==> src/rtl/fifo_reader_pkg.sv <==
// fifo_reader_pkg: shared types and defaults for the fifo_reader block.
//   fifo_reader_state_t : read FSM state (IDLE = nothing in flight,
//                         PEND = strobe issued last cycle, data arrives now)
//   DEF_WIDTH           : default data width
//   DEF_BUF_DEPTH       : default internal buffer depth
//   STATS_W             : width of the optional transfer counter
package fifo_reader_pkg;

  typedef enum logic {
    IDLE = 1'b0,
    PEND = 1'b1
  } fifo_reader_state_t;

  localparam int unsigned DEF_WIDTH     = 8;
  localparam int unsigned DEF_BUF_DEPTH = 2;
  localparam int unsigned STATS_W       = 32;

endpackage

==> src/rtl/fifo_reader_buf.sv <==
// fifo_reader_buf: small circular buffer holding bytes read from the FIFO
// until the downstream consumer accepts them.
//   clk_i   : clock
//   rst_i   : synchronous active-high reset (pointers and count)
//   clr_i   : synchronous clear, same effect as reset on control state
//   push_i  : write dat_i at the tail (caller guarantees space)
//   pop_i   : advance the head (caller guarantees count_o != 0)
//   dat_i   : write data
//   dat_o   : head entry
//   count_o : number of valid entries, 0..DEPTH
module fifo_reader_buf #(
  parameter int unsigned WIDTH = 8,
  parameter int unsigned DEPTH = 2
) (
  input  logic                       clk_i,
  input  logic                       rst_i,
  input  logic                       clr_i,
  input  logic                       push_i,
  input  logic                       pop_i,
  input  logic [WIDTH-1:0]           dat_i,
  output logic [WIDTH-1:0]           dat_o,
  output logic [$clog2(DEPTH):0]     count_o
);

  localparam int unsigned PTR_W = $clog2(DEPTH);
  localparam int unsigned CNT_W = PTR_W + 1;

  logic [WIDTH-1:0] mem_q [DEPTH];
  logic [PTR_W-1:0] wr_ptr_q, wr_ptr_d;
  logic [PTR_W-1:0] rd_ptr_q, rd_ptr_d;
  logic [CNT_W-1:0] count_q, count_d;

  // Pointers wrap naturally because DEPTH is a power of two.
  always_comb begin
    wr_ptr_d = wr_ptr_q;
    rd_ptr_d = rd_ptr_q;
    count_d  = count_q;
    if (push_i) wr_ptr_d = wr_ptr_q + PTR_W'(1);
    if (pop_i)  rd_ptr_d = rd_ptr_q + PTR_W'(1);
    case ({push_i, pop_i})
      2'b10:   count_d = count_q + CNT_W'(1);
      2'b01:   count_d = count_q - CNT_W'(1);
      default: count_d = count_q;
    endcase
  end

  always_ff @(posedge clk_i) begin
    if (rst_i || clr_i) begin
      wr_ptr_q <= '0;
      rd_ptr_q <= '0;
      count_q  <= '0;
    end else begin
      wr_ptr_q <= wr_ptr_d;
      rd_ptr_q <= rd_ptr_d;
      count_q  <= count_d;
    end
  end

  // Storage is data only and carries no reset.
  always_ff @(posedge clk_i) begin
    if (push_i && !clr_i) mem_q[wr_ptr_q] <= dat_i;
  end

  assign dat_o   = mem_q[rd_ptr_q];
  assign count_o = count_q;

endmodule

==> src/rtl/fifo_reader.sv <==
// fifo_reader: read-side controller for the team's fifo block. Pops the FIFO
// read port (data valid one cycle after the strobe) and re-presents the bytes
// as a strobe/acknowledge stream with back-pressure.
//   clk_i      : clock (FIFO read clock)
//   rst_i      : synchronous active-high reset
//   enable_i   : allows new FIFO strobes
//   flush_i    : drops buffered and in-flight data
//   rd_stb_o   : FIFO pop strobe
//   rd_empty_i : FIFO empty flag
//   rd_dat_i   : FIFO read data, valid the cycle after rd_stb_o
//   out_stb_o  : output data valid
//   out_ack_i  : consumer accepts out_dat_o
//   out_dat_o  : output data (buffer head, zero when empty)
//   bytes_o    : completed output transfers (only with FIFO_READER_STATS_EN)
// Optional feature macro: FIFO_READER_STATS_EN.
module fifo_reader
  import fifo_reader_pkg::*;
#(
  parameter int unsigned WIDTH     = DEF_WIDTH,
  parameter int unsigned BUF_DEPTH = DEF_BUF_DEPTH
) (
  input  logic               clk_i,
  input  logic               rst_i,
  input  logic               enable_i,
  input  logic               flush_i,
  output logic               rd_stb_o,
  input  logic               rd_empty_i,
  input  logic [WIDTH-1:0]   rd_dat_i,
  output logic               out_stb_o,
  input  logic               out_ack_i,
  output logic [WIDTH-1:0]   out_dat_o
`ifdef FIFO_READER_STATS_EN
  ,
  output logic [STATS_W-1:0] bytes_o
`endif
);

  localparam int unsigned CNT_W = $clog2(BUF_DEPTH) + 1;

  fifo_reader_state_t state_q, state_d;
  logic [CNT_W-1:0]   count;
  logic [CNT_W-1:0]   used;
  logic [WIDTH-1:0]   head_dat;
  logic               push;
  logic               pop;

  // Space already promised includes the byte still in flight.
  assign used = count + CNT_W'(state_q == PEND);

  assign rd_stb_o = enable_i && !rd_empty_i && (state_q == IDLE) && !flush_i &&
                    (used < CNT_W'(BUF_DEPTH));

  assign out_stb_o = (count != '0);
  assign out_dat_o = out_stb_o ? head_dat : '0;

  assign push = (state_q == PEND) && !flush_i;
  assign pop  = out_stb_o && out_ack_i && !flush_i;

  always_comb begin
    state_d = state_q;
    case (state_q)
      IDLE:    if (rd_stb_o) state_d = PEND;
      PEND:    state_d = IDLE;
      default: state_d = IDLE;
    endcase
  end

  // Strobe stage -> capture stage: FIFO data lands one cycle after rd_stb_o.
  always_ff @(posedge clk_i) begin
    if (rst_i || flush_i) state_q <= IDLE;
    else                  state_q <= state_d;
  end

  fifo_reader_buf #(
    .WIDTH (WIDTH),
    .DEPTH (BUF_DEPTH)
  ) u_buf (
    .clk_i   (clk_i),
    .rst_i   (rst_i),
    .clr_i   (flush_i),
    .push_i  (push),
    .pop_i   (pop),
    .dat_i   (rd_dat_i),
    .dat_o   (head_dat),
    .count_o (count)
  );

`ifdef FIFO_READER_STATS_EN
  logic [STATS_W-1:0] bytes_q;

  // Only reset clears the counter; flush leaves it alone.
  always_ff @(posedge clk_i) begin
    if (rst_i)    bytes_q <= '0;
    else if (pop) bytes_q <= bytes_q + STATS_W'(1);
  end

  assign bytes_o = bytes_q;
`endif

endmodule

==> config.mk <==
export PLATFORM = sky130hd
export DESIGN_NAME = fifo_reader
export DESIGN_NICKNAME = d
export VERILOG_FILES = /design/src/rtl/fifo_reader_pkg.sv /design/src/rtl/fifo_reader_buf.sv /design/src/rtl/fifo_reader.sv
export SDC_FILE = /design/constraint.sdc
export NUM_CORES = 1
export LEC_CHECK = 0
export ABC_CLOCK_PERIOD_IN_PS = 5200
export CORE_MARGIN = 2
export CORE_UTILIZATION = 49
export DETAILED_ROUTE_END_ITERATION = 10
export PLACE_DENSITY = 0.81
export RECOVER_POWER = 50
export SETUP_SLACK_MARGIN = 0.02
export SLEW_MARGIN = 10
export SYNTH_ARGS = -nofsm -noshare
export SYNTH_HDL_FRONTEND = slang
export SYNTH_HIERARCHICAL = 1
export SYNTH_SLANG_ARGS = --single-unit
==> constraint.sdc <==
create_clock -name clk_i -period 5.2 [get_ports clk_i]
set_input_delay 1.04 -clock clk_i [delete_from_list [all_inputs] [get_ports clk_i]]
set_output_delay 1.04 -clock clk_i [all_outputs]
set_load 0.1 [all_outputs]
==> flow_metrics.env <==
export IMPL_die_area_um2=2190
export IMPL_netlist_area_um2=898
export IMPL_hold_viol_final=0
export IMPL_yosysTopAreaCellShare_pct=53.5
export IMPL_synth_fa_ha_area_share_pct=1.39
export IMPL_cts_resized=0
export IMPL_path_class="in -> out"
export IMPL_cts_buffer_depth=2
export IMPL_worstPathRequired_ns=4.16
export IMPL_drv_cap=0
export IMPL_async_flop_share_pct=0
export IMPL_p_total_mw=0.284
export IMPL_slowest_delay_ns=0.67
export IMPL_nNetsFinal=103
export IMPL_post_drt_wl_per_cell_um=13.1
export IMPL_placed_area_um2=1150
export IMPL_rr_worst_depth=3
export IMPL_share_clk_of_total_power_pct=26.5
export IMPL_cts_clk_slew_worst_paths_ns=0.11
export IMPL_holdPathStages=2
export IMPL_critPathCaptureType="primary output"
export IMPL_p_per_area_nw_per_um2=242
export IMPL_utilization_pct=68.0
export IMPL_synth_compound_area_share_pct=1.39
export IMPL_setup_viol_count_final=0
export IMPL_yosys_top_cells_count="edfxtp_1 (16), nor2b_1 (9), mux2_2 (8)"
export IMPL_fillers=148
export IMPL_grt_pass1_vias=494
export IMPL_p_int_mw=0.228
export IMPL_setup_ws_ns=1.67
export IMPL_post_place_ws_ns=1.80
export IMPL_slew_headroom_pct=13.8
export IMPL_yosys_area_share_simple_pct=15.2
export IMPL_pwr_share_seq_pct=66.4
export IMPL_critPathBufInv=2
export IMPL_yosysUniqueCellTypes=18
export IMPL_r2r_end="u_buf/mem_q[1][7]$_DFFE_PP_"
export IMPL_seq_area_frac_synth_pct=66.9
export IMPL_drive_above_1_share_pct=14.9
export IMPL_drt_pre_antenna_iters=3
export IMPL_start_util_pct=52.0
export IMPL_worstPathArrival_ns=2.49
export IMPL_track_usage_pct=15.1
export IMPL_ctsRootBufferMaster="clkbuf_4"
export IMPL_fin_worst_skew_ns=0.00666
export IMPL_postCtsSetupBuffers=0
export IMPL_synthTopCellsByArea="edfxtp_1 (53%), dfxtp_1 (13%), mux2_2 (10%), nor2b_1 (6.3%), xnor2_1 (2.9%)"
export IMPL_tightestPinTransition_ns=1.29
export IMPL_synth_edf_count=16
export IMPL_netSwitchingFraction_pct=19.8
export IMPL_synth_xor_area_share_pct=3.90
export IMPL_ios=24
export IMPL_cts_sinks=22
export IMPL_core_area_um2=1730
export IMPL_grt_setup_unrepaired="no"
export IMPL_max_freq_mhz=283
export IMPL_row_count=15
export IMPL_die_height_um=46.8
export IMPL_seqCellArea_um2=601
export IMPL_drt_initial_drc_count=7
export IMPL_yosysMostFrequentCell="edfxtp_1"
export IMPL_synthMuxAreaShare_pct=10.0
export IMPL_p_leak_nw=0.380
export IMPL_outcome="complete, no violations"
export IMPL_slowest_stage="dlygate4sd3_1"
export IMPL_antenna_left=0
export IMPL_htree_levels=1
export IMPL_period_share_pct=67.9
export IMPL_postSynthAreaPerCell_um2=14.7
export IMPL_r2r_start="state_q$_SDFF_PP0_"
export IMPL_tns_ns=0
export IMPL_layout_min_cycle_time_ns=3.53
export IMPL_synth_flop_cell="edfxtp_1"
export IMPL_clkLatencyLatePin_ns=0.29
export IMPL_syn_instance_count=61
export IMPL_power_share_combinational_pct=7.1
export IMPL_setup_worst_path_start_class="input pin"
export IMPL_power_switching_mw=0.0562
export IMPL_cts_tree="built"
export IMPL_io_buffers=23
export IMPL_drc=0
export IMPL_vias=532
export IMPL_post_route_cell_area_um2=1170
export IMPL_grt_start_max_net_pins=13
export IMPL_rrSetupSlack_ns=3.16
export IMPL_synth_seq_cells=22
export IMPL_dpl_hpwl_um=1050
export IMPL_grt_pass1_wl_um=2140
export IMPL_min_to="u_buf/count_o[1]$_SDFFE_PP0P_"
export IMPL_multiInputGateArea_um2=280
export IMPL_synth_largest_area_cell="edfxtp_1"
export IMPL_area_growth_syn_to_layout_pct=30.6
export IMPL_cp_cell_sequence="dlygate4sd3_1 -> nor4_1 -> and2_1 -> buf_4"
export IMPL_antennaDiodeCount=0
export IMPL_synth_top_family_by_area="simple AND/OR/NAND/NOR gates"
export IMPL_yosysWarnings=6
export IMPL_vias_per_cell=4.75
export IMPL_cpLargestDelayFamily="buffers and inverters"
export IMPL_maxSlewViolCount=0
export IMPL_grt_overflow_total=0
export IMPL_path_max_fanout=10
export IMPL_die_w_um=46.8
export IMPL_worstHoldStart="u_buf/count_o[1]$_SDFFE_PP0P_"
export IMPL_hold_path_class="reg -> reg"
export IMPL_drt_wl_total_um=1470
export IMPL_gp_congestion=0.706
export IMPL_cts_buffers_inserted=3
export IMPL_cts_hold_buf=0
export IMPL_vdd_drop_max_mv=0.123
export IMPL_antenna_found_initial=0
export IMPL_synthesis_nets=76
==> state kept, by name, summed over array words and instances, names as in the netlist, named ones only <==
signal	cells
state_q	1
u_buf/count_o	2
u_buf/mem_q	16
u_buf/rd_ptr_q	1
u_buf/wr_ptr_q	1
==> layout by cell type (no fill, tap or decap) <==
| cell | n |
|---|---|
| a211oi_1 | 1 |
| and2_1 | 1 |
| and3b_1 | 1 |
| buf_4 | 1 |
| clkbuf_1 | 1 |
| clkbuf_4 | 3 |
| clkdlybuf4s50_1 | 13 |
| dfxtp_1 | 6 |
| dlygate4sd3_1 | 9 |
| edfxtp_1 | 16 |
| ha_1 | 1 |
| inv_1 | 2 |
| mux2_2 | 8 |
| nor2_2 | 1 |
| nor2b_1 | 9 |
| nor3_1 | 5 |
| nor3b_1 | 2 |
| nor4_1 | 1 |
| o21ai_0 | 1 |
| or3_1 | 1 |
| xnor2_1 | 3 |
| xor2_1 | 1 |
==> worst register-to-register path, stage by stage (launching register included) <==
cell	delay [ns]
dfxtp_1	0.35
nor2b_1	0.19
inv_1	0.10
nor3b_1	1.02
==> stage by stage <==
step | instances | hold slack (ns)
4_1_cts | 112 | 0.546
3_3_place_gp | 108 | 0.513
5_1_grt | 112 | 0.576
6_report | 112 | 0.537
2_1_floorplan | 61 | 0.494
3_5_place_dp | 108 | 0.527
==> metal layers <==
metal | global-route usage (%) | routed length, µm | up-vias
met2 | 24.4 | 720 | 14
met5 | 0 | 0 | -
li1 | - | - | 274
met1 | 17.9 | 671 | 242
met3 | 5.00 | 64 | 2
met4 | 8.33 | 10 | 0
==> worst max-delay path by stage <==
stage / startpoint / to / depth (start not counted)
after floorplan: register / out_dat_o[0] / 3
after global placement: flush_i / rd_stb_o / 4
after detailed placement: flush_i / rd_stb_o / 4
after CTS: flush_i / rd_stb_o / 4
after global routing: flush_i / rd_stb_o / 4
final: flush_i / rd_stb_o / 4
==> power by group through the flow <==
stage               sequential (mW)  combinational (mW)  clock (mW)
finish                        0.189              0.0201      0.0753
global route                  0.189              0.0215      0.0878
CTS                           0.189              0.0220      0.0790
detailed placement            0.193              0.0219           0
global placement              0.193              0.0214           0
floorplan                     0.193             0.00805           0
==> cells by family (layout without fill, tap and decap cells) <==
group           count (synthesis)  after routing
simple gates                   21             21
mux                             8              8
buf+inv                         3             29
compound gates                  2              2
fa+ha+maj                       1              1
xor+xnor                        4              4
flops                          22             22
==> final cells by class <==
class                   instances  area share [%]
repair buffers                 23            19.4
well taps                      25            2.67
flip-flops and latches         22            51.2
inverters                       2           0.640
multi-input cells              36            23.9
clock buffers                   4            2.24
Power figures use the tool's default switching activity.
